## src/rtl/sdio_pkg.sv

```systemverilog
// Shared SDIO definitions: bus-width encodings, CRC16 polynomial and the
// receive-frame state encodings.
package sdio_pkg;

  localparam logic SDIO_W1 = 1'b0;
  localparam logic SDIO_W4 = 1'b1;

  localparam logic [15:0] SDIO_CRC_POLY = 16'h1021;

  typedef enum logic [2:0] {
    IDLE       = 3'd0,
    WAIT_START = 3'd1,
    DATA       = 3'd2,
    CRC        = 3'd3,
    ENDBIT     = 3'd4,
    DONE       = 3'd5
  } rx_state_t;

endpackage

```

## src/rtl/sdio_crc16.sv

```systemverilog
// Single-lane serial CRC16 (x^16+x^12+x^5+1, initial value 0). A frame whose
// data and trailing CRC bits have all been shifted in leaves a zero remainder.
import sdio_pkg::*;

module sdio_crc16 (
  input  logic        i_clk,
  input  logic        i_reset_n,
  input  logic        i_clr,
  input  logic        i_shift,
  input  logic        i_bit,
  output logic [15:0] o_crc
);

  always_ff @(posedge i_clk) begin
    if (!i_reset_n) begin
      o_crc <= 16'h0;
    end else if (i_clr) begin
      o_crc <= 16'h0;
    end else if (i_shift) begin
      o_crc <= {o_crc[14:0], 1'b0} ^ ((i_bit ^ o_crc[15]) ? SDIO_CRC_POLY : 16'h0);
    end
  end

endmodule

```

## src/rtl/sdio_rxframe.sv

```systemverilog
// Host-side SDIO data-block receiver: start-bit search, 1/4-bit word packing,
// per-lane CRC16 and end-bit check. Start-bit timeout: SDIO_RXFRAME_TIMEOUT_EN.
import sdio_pkg::*;

module sdio_rxframe #(
  parameter int LGTIMEOUT       = 20,
  parameter int OPT_DEFAULT_LEN = 512
) (
  input  logic        i_clk,
  input  logic        i_reset_n,
  input  logic        i_en,
  input  logic        i_width,
  input  logic [15:0] i_len,
  input  logic        i_pedge,
  input  logic [3:0]  i_dat,
  output logic        o_valid,
  output logic [31:0] o_data,
  output logic        o_last,
  output logic        o_done,
  output logic        o_err,
  output logic        o_timeout,
  output logic [2:0]  o_state
);

  localparam logic [13:0] DEF_WORDS = 14'(OPT_DEFAULT_LEN / 4);

  rx_state_t   state, state_nxt;
  logic        en_q;
  logic        width_q;
  logic [13:0] words_left;
  logic [4:0]  cnt;
  logic [31:0] sreg;
  logic [15:0] crc_rem [4];

  logic        arm, strobe, start_hit, sample_last, crc_bad, end_bad, tmo_hit, crc_shift;
  logic [31:0] word_in;
  logic        unused_len;

  assign arm         = i_en & ~en_q;
  // An abort (i_en low) discards any strobe on the same cycle.
  assign strobe      = i_pedge & i_en;
  assign start_hit   = (width_q == SDIO_W4) ? (i_dat == 4'h0) : ~i_dat[0];
  assign sample_last = (width_q == SDIO_W4) ? (cnt == 5'd7) : (cnt == 5'd31);
  assign word_in     = (width_q == SDIO_W4) ? {sreg[27:0], i_dat} : {sreg[30:0], i_dat[0]};
  assign end_bad     = (width_q == SDIO_W4) ? (i_dat != 4'hF) : ~i_dat[0];
  assign crc_bad     = (|crc_rem[0]) |
                       ((width_q == SDIO_W4) & ((|crc_rem[1]) | (|crc_rem[2]) | (|crc_rem[3])));
  assign crc_shift   = strobe & ((state == DATA) | (state == CRC));
  assign unused_len  = ^i_len[1:0];
  assign o_state     = state;

`ifdef SDIO_RXFRAME_TIMEOUT_EN
  logic [LGTIMEOUT-1:0] tmo_cnt;
  logic                 tmo_flag;
  assign tmo_hit   = (tmo_cnt == '1);
  assign o_timeout = tmo_flag;

  always_ff @(posedge i_clk) begin
    if (!i_reset_n) begin
      tmo_cnt  <= '0;
      tmo_flag <= 1'b0;
    end else begin
      tmo_flag <= 1'b0;
      if (state == IDLE && arm)
        tmo_cnt <= '0;
      else if (state == WAIT_START && strobe)
        tmo_cnt <= tmo_cnt + 1'b1;
      if (state == WAIT_START && tmo_hit && i_en)
        tmo_flag <= 1'b1;
    end
  end
`else
  logic [LGTIMEOUT-1:0] unused_tmo;
  assign unused_tmo = '0;
  assign tmo_hit    = 1'b0;
  assign o_timeout  = 1'b0;
`endif

  for (genvar k = 0; k < 4; k++) begin : g_lane
    sdio_crc16 u_crc (
      .i_clk     (i_clk),
      .i_reset_n (i_reset_n),
      .i_clr     ((state == IDLE) & arm),
      .i_shift   (crc_shift & ((k == 0) | (width_q == SDIO_W4))),
      .i_bit     (i_dat[k]),
      .o_crc     (crc_rem[k])
    );
  end

  always_ff @(posedge i_clk) begin
    if (!i_reset_n) state <= IDLE;
    else            state <= state_nxt;
  end

  always_comb begin
    state_nxt = state;
    case (state)
      IDLE:       if (arm) state_nxt = WAIT_START;
      WAIT_START: if (tmo_hit) state_nxt = DONE;
                  else if (strobe && start_hit) state_nxt = DATA;
      DATA:       if (strobe && sample_last && words_left == 14'd1) state_nxt = CRC;
      CRC:        if (strobe && cnt == 5'd15) state_nxt = ENDBIT;
      ENDBIT:     if (strobe) state_nxt = DONE;
      DONE:       state_nxt = IDLE;
      default:    state_nxt = IDLE;
    endcase
    if (!i_en && state != IDLE) state_nxt = IDLE;
  end

  // o_valid carries no ready: the consumer takes every one-cycle pulse.
  always_ff @(posedge i_clk) begin
    if (!i_reset_n) begin
      en_q       <= 1'b0;
      width_q    <= SDIO_W1;
      words_left <= 14'd0;
      cnt        <= 5'd0;
      sreg       <= 32'h0;
      o_valid    <= 1'b0;
      o_data     <= 32'h0;
      o_last     <= 1'b0;
      o_done     <= 1'b0;
      o_err      <= 1'b0;
    end else begin
      en_q    <= i_en;
      o_valid <= 1'b0;
      o_last  <= 1'b0;
      o_done  <= 1'b0;
      o_err   <= 1'b0;
      case (state)
        IDLE: if (arm) begin
          width_q    <= i_width;
          words_left <= (i_len[15:2] == 14'd0) ? DEF_WORDS : i_len[15:2];
          cnt        <= 5'd0;
        end
        WAIT_START: begin
          if (strobe) cnt <= 5'd0;
          if (tmo_hit && i_en) begin
            o_done <= 1'b1;
            o_err  <= 1'b1;
          end
        end
        DATA: if (strobe) begin
          sreg <= word_in;
          cnt  <= sample_last ? 5'd0 : cnt + 5'd1;
          if (sample_last) begin
            o_valid    <= 1'b1;
            o_data     <= word_in;
            o_last     <= (words_left == 14'd1);
            words_left <= words_left - 14'd1;
          end
        end
        CRC: if (strobe) cnt <= cnt + 5'd1;
        ENDBIT: if (strobe) begin
          o_done <= 1'b1;
          o_err  <= crc_bad | end_bad;
        end
        default: ;
      endcase
    end
  end

endmodule

```

## config.mk

```make
export PLATFORM = sky130hd
export DESIGN_NAME = sdio_rxframe
export DESIGN_NICKNAME = d
export VERILOG_FILES = /design/src/rtl/sdio_pkg.sv /design/src/rtl/sdio_crc16.sv /design/src/rtl/sdio_rxframe.sv
export SDC_FILE = /design/constraint.sdc
export NUM_CORES = 1
export LEC_CHECK = 0
export ABC_AREA = 1
export CORE_ASPECT_RATIO = 0.9
export CORE_MARGIN = 2
export CORE_UTILIZATION = 40
export CTS_CLUSTER_DIAMETER = 150
export DETAILED_ROUTE_END_ITERATION = 8
export PLACE_DENSITY = 0.69
export SLEW_MARGIN = 20
export SYNTH_ARGS = -nofsm -noshare
export SYNTH_HDL_FRONTEND = slang
export SYNTH_SLANG_ARGS = --single-unit
```

## constraint.sdc

```tcl
create_clock -name i_clk -period 1.8 [get_ports i_clk]
set_input_delay 0.36 -clock i_clk [delete_from_list [all_inputs] [get_ports i_clk]]
set_output_delay 0.36 -clock i_clk [all_outputs]
set_load 0.01 [all_outputs]
```

; Word-level counts from Yosys, hierarchy flattened
; Index checks and enable logic that the tools add are counted.
[totals]
register_bits = 155
input_bits = 25
output_inout_bits = 40
wordCells = 112
[classes]
add_sub_neg = 2
n_eq_ne = 18
muxes = 27
bitwise = 22
n_reduce_logical = 28
[op_table]
columns = operator, n
row1 = $reduce_or A16 Y1, 4
row2 = $xor A16 B16 Y16, 4
row3 = $mux W14, 4
row4 = $mux W13, 4
row5 = $mux W32, 1
row6 = $pmux W14 S2, 1
row7 = $mux W5, 5
row8 = $pmux W5 S4, 1
row9 = $mux W3, 5
row10 = $pmux W3 S5, 1
row11 = $eq A14 B1 Y1 const B, 1
row12 = $logic_not A14 Y1, 1
row13 = $ne A2 B2 Y1 const B, 7
row14 = $sub A14 B1 Y14 const B, 1
row15 = $reduce_and A5 Y1, 2
row16 = $reduce_and A3 Y1, 3
row17 = $reduce_and A4 Y1, 2
row18 = $and A1 B1 Y1, 6
row19 = $eq A3 B2 Y1 const B, 2
row20 = $reduce_and A2 Y1, 3
row21 = $add A5 B1 Y5 const B, 1
row22 = $eq A5 B3 Y1 const B, 1
row23 = $eq A5 B4 Y1 const B, 1
row24 = $eq A5 B5 Y1 const B, 1
row25 = 16 further kinds, 35

; Longest topological paths before layout
[depth]
ltp_word = 6
depth_mapped = 11
mapped_depth_nobuf = 11

; By module
; Synthesis repeated with hierarchy kept, for this count alone.
[hier_totals]
cells_unflattened = 1021
hier_area_um2 = 7546.0
[modules_own_cells]
columns = module, n_inst, cells_per_inst, area_each_um2, seq_area_each_um2
row1 = sdio_rxframe, 1, 677, 4583.1, 1821.7
row2 = sdio_crc16, 4, 86, 740.7, 320.3

; Worst setup path after synthesis
; OpenSTA, ideal clock, no wires.
[synth_path]
kind = reg2reg
startpoint = register cnt[0]
endpoint = register state[2], in the netlist o_state[2]
setup_ps = 116
arrival_time_ps = 1425
t_required_ps = 1684
setup_slack_ps = 259
stages_incl_launch_ff = 10
n_path_buf = 0
period_less_slack_ps = 1541
cell_sequence = dfxtp_1 -> ha_1 -> nand2_1 -> nor2_1 -> ha_1 -> or2_2 -> nand3_1 -> nor2_1 -> a21oi_1 -> nor2_1
[synth_via]
elab_chain_cells = 6
word_cells_on_any_way = 10
classes_between = eq/ne (5) / mux (1) / reduce/logical (4)
[synth_rtl]
columns = element, line_no
row1 = from (decl), sdio_rxframe.sv:31  ; logic [4:0] cnt;
row2 = from (signal assigned), sdio_rxframe.sv:144  ; cnt <= sample_last ? 5'd0 : cnt + 5'd1;
row3 = from (signal assigned), sdio_rxframe.sv:152  ; CRC: if (strobe) cnt <= cnt + 5'd1;
row4 = $eq A5 B5 Y1 / $eq A5 B3 Y1 (equally long branches), sdio_rxframe.sv:43  ; assign sample_last = (width_q == SDIO_W4) ? (cnt == 5'd7) : (cnt == 5'd31);
row5 = $mux W1, sdio_rxframe.sv:43
row6 = $logic_and A1 B1 Y1 (2 in a row), sdio_rxframe.sv:101  ; DATA: if (strobe && sample_last && words_left == 14'd1) state_nxt = CRC;
row7 = $ne A2 B1 Y1 (no line), -
row8 = $reduce_and A5 Y1 (no line) (*), -
row9 = to (signal assigned), sdio_rxframe.sv:92  ; else state <= state_nxt;
row10 = to (decl), sdio_rxframe.sv:27  ; rx_state_t state, state_nxt;
; Mark *: on every way between the ends. The rest lies on a longest branch, timed or not.
; A chain may end at the register's enable or synchronous reset.

; Worst setup path in the final report
[layout_path]
startpoint = register state[1], in the netlist o_state[1]
endpoint = output port o_state[1]
[layout_lines]
columns = element, line_no
row1 = to (decl), sdio_rxframe.sv:22  ; output logic [2:0] o_state
; No word-level cell between the ends.

==> run_results.csv <==
group,metric,value,unit
status,status,"finished, final reports clean",
timing,fin_crit,1.75,ns
yosys,synth_top_area_share,44.2,%
clock_network,ctsHtreeMaxLevel,4,
yosys,synth_seq_area_share,44.2,%
placed_design,place.gp.congestion,0.813,
timing,tns,0,ns
global_route,grt_pass1_wl,26.5,mm
routing,vias_per_cell,4.75,
die,die_x,144,um
finish,final_util,51.5,%
routing,drtAntennaViolNets,0,
yosys,netlist_area,7020,um^2
setup_path,crit_type,"register to primary output",
power_and_ir_drop,vdd.ir_drop.worst,828,uV
global_route,grt_usage,17.7,%
yosys,yosysWarnings,0,
timing,hold_viol_final,0,
routing,routed-via-count,6181,
global_route,grt_start_max_net_pins,74,
timing,finalCritPeriodShare,97.0,%
placed_design,dp.cells,1265,
placed_design,dp_hpwl,10.6,mm
setup_path,cp_cell_sequence,"clkdlybuf4s50_1",
global_route,grt_pass1_vias,5748,
setup_path,critical_path.max_fanout,7,
yosys,synth.area.top_cells,"dfxtp_1 (44%), nand2_1 (11%), o21ai_0 (8.8%)",
setup_path,slowest_delay,0.55,ns
setup_path,crit_buf_inv,1,
yosys,ys_types,37,
timing,whs,0.431,ns
routing,drt-pass1-iter-count,6,
global_route,grt_util_met3,3.44,%
die,die_h,130,um
routing,wl,15.7,mm
yosys,synth_seq_cells,155,
yosys,yosys.area.top_type,"dfxtp_1",
finish,fin_nets,1081,
die,rows,45,
clock_network,clkSinkCount,155,
timing,finClkSkew,0.00786,ns
global_route,use_met2,27.8,%
yosys,ys.flop_type,"dfxtp_1",
yosys,synth_area_per_cell,7.20,um^2
placed_design,port_buffers,61,
setup_path,arrival,1.39,ns
die,initial_utilization,41.3,%
global_route,overflow,0,
die,io_pins,65,
global_route,antenna_found_initial,0,
finish,drive_gt1_share,11.9,%
clock_network,clk_latency,0.43,ns
power_and_ir_drop,p_per_area,1210,nW/um^2
setup_path,worstSetupEndpointType,"primary output",
setup_path,worstPathRequired,1.44,ns
routing,wl_per_cell,12.1,um
power_and_ir_drop,total_power,10600,uW
global_route,grt_use_met1,24.3,%
yosys,synth_nets,1003,
yosys,ys_async_sr_fraction,0,%
yosys,syn_inst,974,
routing,drt-initial-drc-count,361,
routing,drc_errors,0,
run,max_cap_violations,0,
timing,final_max_slew_viol_count,0,
min_path,hold_class,"input port to register",
timing,clock.fmax,573,MHz
clock_network,clockRootBuffer,"clkbuf_16",
finish,syn_to_final_growth,24.8,%
finish,antenna_cells,0,
setup_path,crit_family,"buffers and inverters",
clock_network,path_clk_slew,0.06,ns
power_and_ir_drop,power_leakage,0.00359,uW
setup_path,critPathLaunchType,"register",
yosys,synth_edf_count,0,
die,die_area,18600,um^2
clock_network,numCtsBuffers,17,
finish,instances_no_fill,1300,
global_route,grt.busiest_layer,"met2",
timing,setup_violations,0,
setup_path,cp_slowest_cell,"clkdlybuf4s50_1",
clock_network,clockBufferDepth,2,
clock_network,cts_hold_buffers,0,
clock_network,cts_tree,"yes",
die,coreArea,17000,um^2
[where the power goes]
part | leakage (uW) | total [uW] | internal, uW | switching [uW]
clock network | 0.000311 | 3850 | 2380 | 1470
logic | 0.00202 | 2830 | 1080 | 1760
registers | 0.00126 | 3940 | 3710 | 227
[cell families (layout without fill, tap and decap cells)]
family,Yosys count,count (layout),synth area share [%]
buf+inv,173,264,11.1
flops,155,155,44.2
other cells,1,1,0.0534
xor+xnor,9,9,1.12
fa+ha+maj,4,4,0.713
compound gates,257,257,19.3
simple gates,375,375,23.4
[through the flow]
| stage | setup slack, ns | cell area [um^2] |
|---|---|---|
| 6_report | 0.0547 | 8750 |
| 5_1_grt | -0.0141 | 8750 |
| 4_1_cts | 0.0293 | 8700 |
| 3_5_place_dp | -0.208 | 8060 |
| 3_3_place_gp | -0.148 | 8060 |
| 2_1_floorplan | 0.259 | 7020 |
[flip-flops by register name, summed over array words and instances (netlist names)]
signal,count
o_done,1
cnt,5
o_data,32
o_last,1
en_q,1
o_state,3
sreg,31
width_q,1
o_err,1
o_valid,1
words_left,14
g_lane.u_crc.o_crc,64
[Yosys cell counts (2+ instances only)]
library cell,n
nand2_1,202
dfxtp_1,155
o21ai_0,123
inv_1,110
a21oi_1,107
nor2_1,75
nand3_1,60
clkbuf_1,19
nand4_1,15
o21ai_1,15
buf_6,14
buf_2,13
inv_2,9
a211oi_2,5
nand2_2,5
nor2_4,5
xnor2_1,5
buf_1,4
ha_1,4
nor3_1,4
xor2_1,4
nand2_4,3
a211oi_1,2
inv_4,2
or2_2,2
[repair_timing]
item / 4_1_cts / 5_1_grt
resized for setup: 5 / 11
buffers inserted: 0 / 3
pin swaps: 0 / 2
setup endpoints to repair: 2 / 34
[per-layer routing]
| metal | routed length (um) | vias up |
|---|---|---|
| met4 | 191 | 0 |
| li1 | - | 3311 |
| met3 | 569 | 11 |
| met1 | 7860 | 2781 |
| met5 | 0 | - |
| met2 | 7060 | 78 |
[layout make-up]
type,count,area (um^2)
Inverter,122,465
Tap cell,235,294
Fill cell,1693,8250
Clock inverter,12,185
Timing Repair Buffer,110,1080
Multi-Input combinational cell,646,3160
Sequential cell,155,3110
Clock buffer,20,447
[cell usage in the layout (no fill, tap or decap), types with 3 or more instances in the layout]
cell,count
a211oi_2,5
a21oi_1,105
buf_12,9
buf_4,40
bufinv_16,4
clkbuf_16,17
clkdlybuf4s50_1,59
dfxtp_1,150
dfxtp_2,3
ha_1,3
inv_1,110
inv_2,8
inv_4,3
inv_6,3
nand2_1,200
nand2_2,7
nand2_4,3
nand3_1,59
nand4_1,15
nor2_1,75
nor2_4,5
nor3_1,4
o21ai_0,123
o21ai_1,15
xnor2_1,5
xor2_1,4
[worst paths after layout]
kind | end | startpoint | depth (start not counted) | slack [ns]
worst min-delay path | sreg[29] | i_reset_n | 3 | 0.43
worst max register to register | o_state[0] | cnt[0] | 10 | 0.10
worst max-delay path | o_state[1] | o_state[1] | 1 | 0.05
worst min register to register | sreg[28] | sreg[28] | 2 | 0.45
No activity file was read; power rests on OpenSTA's default activity.
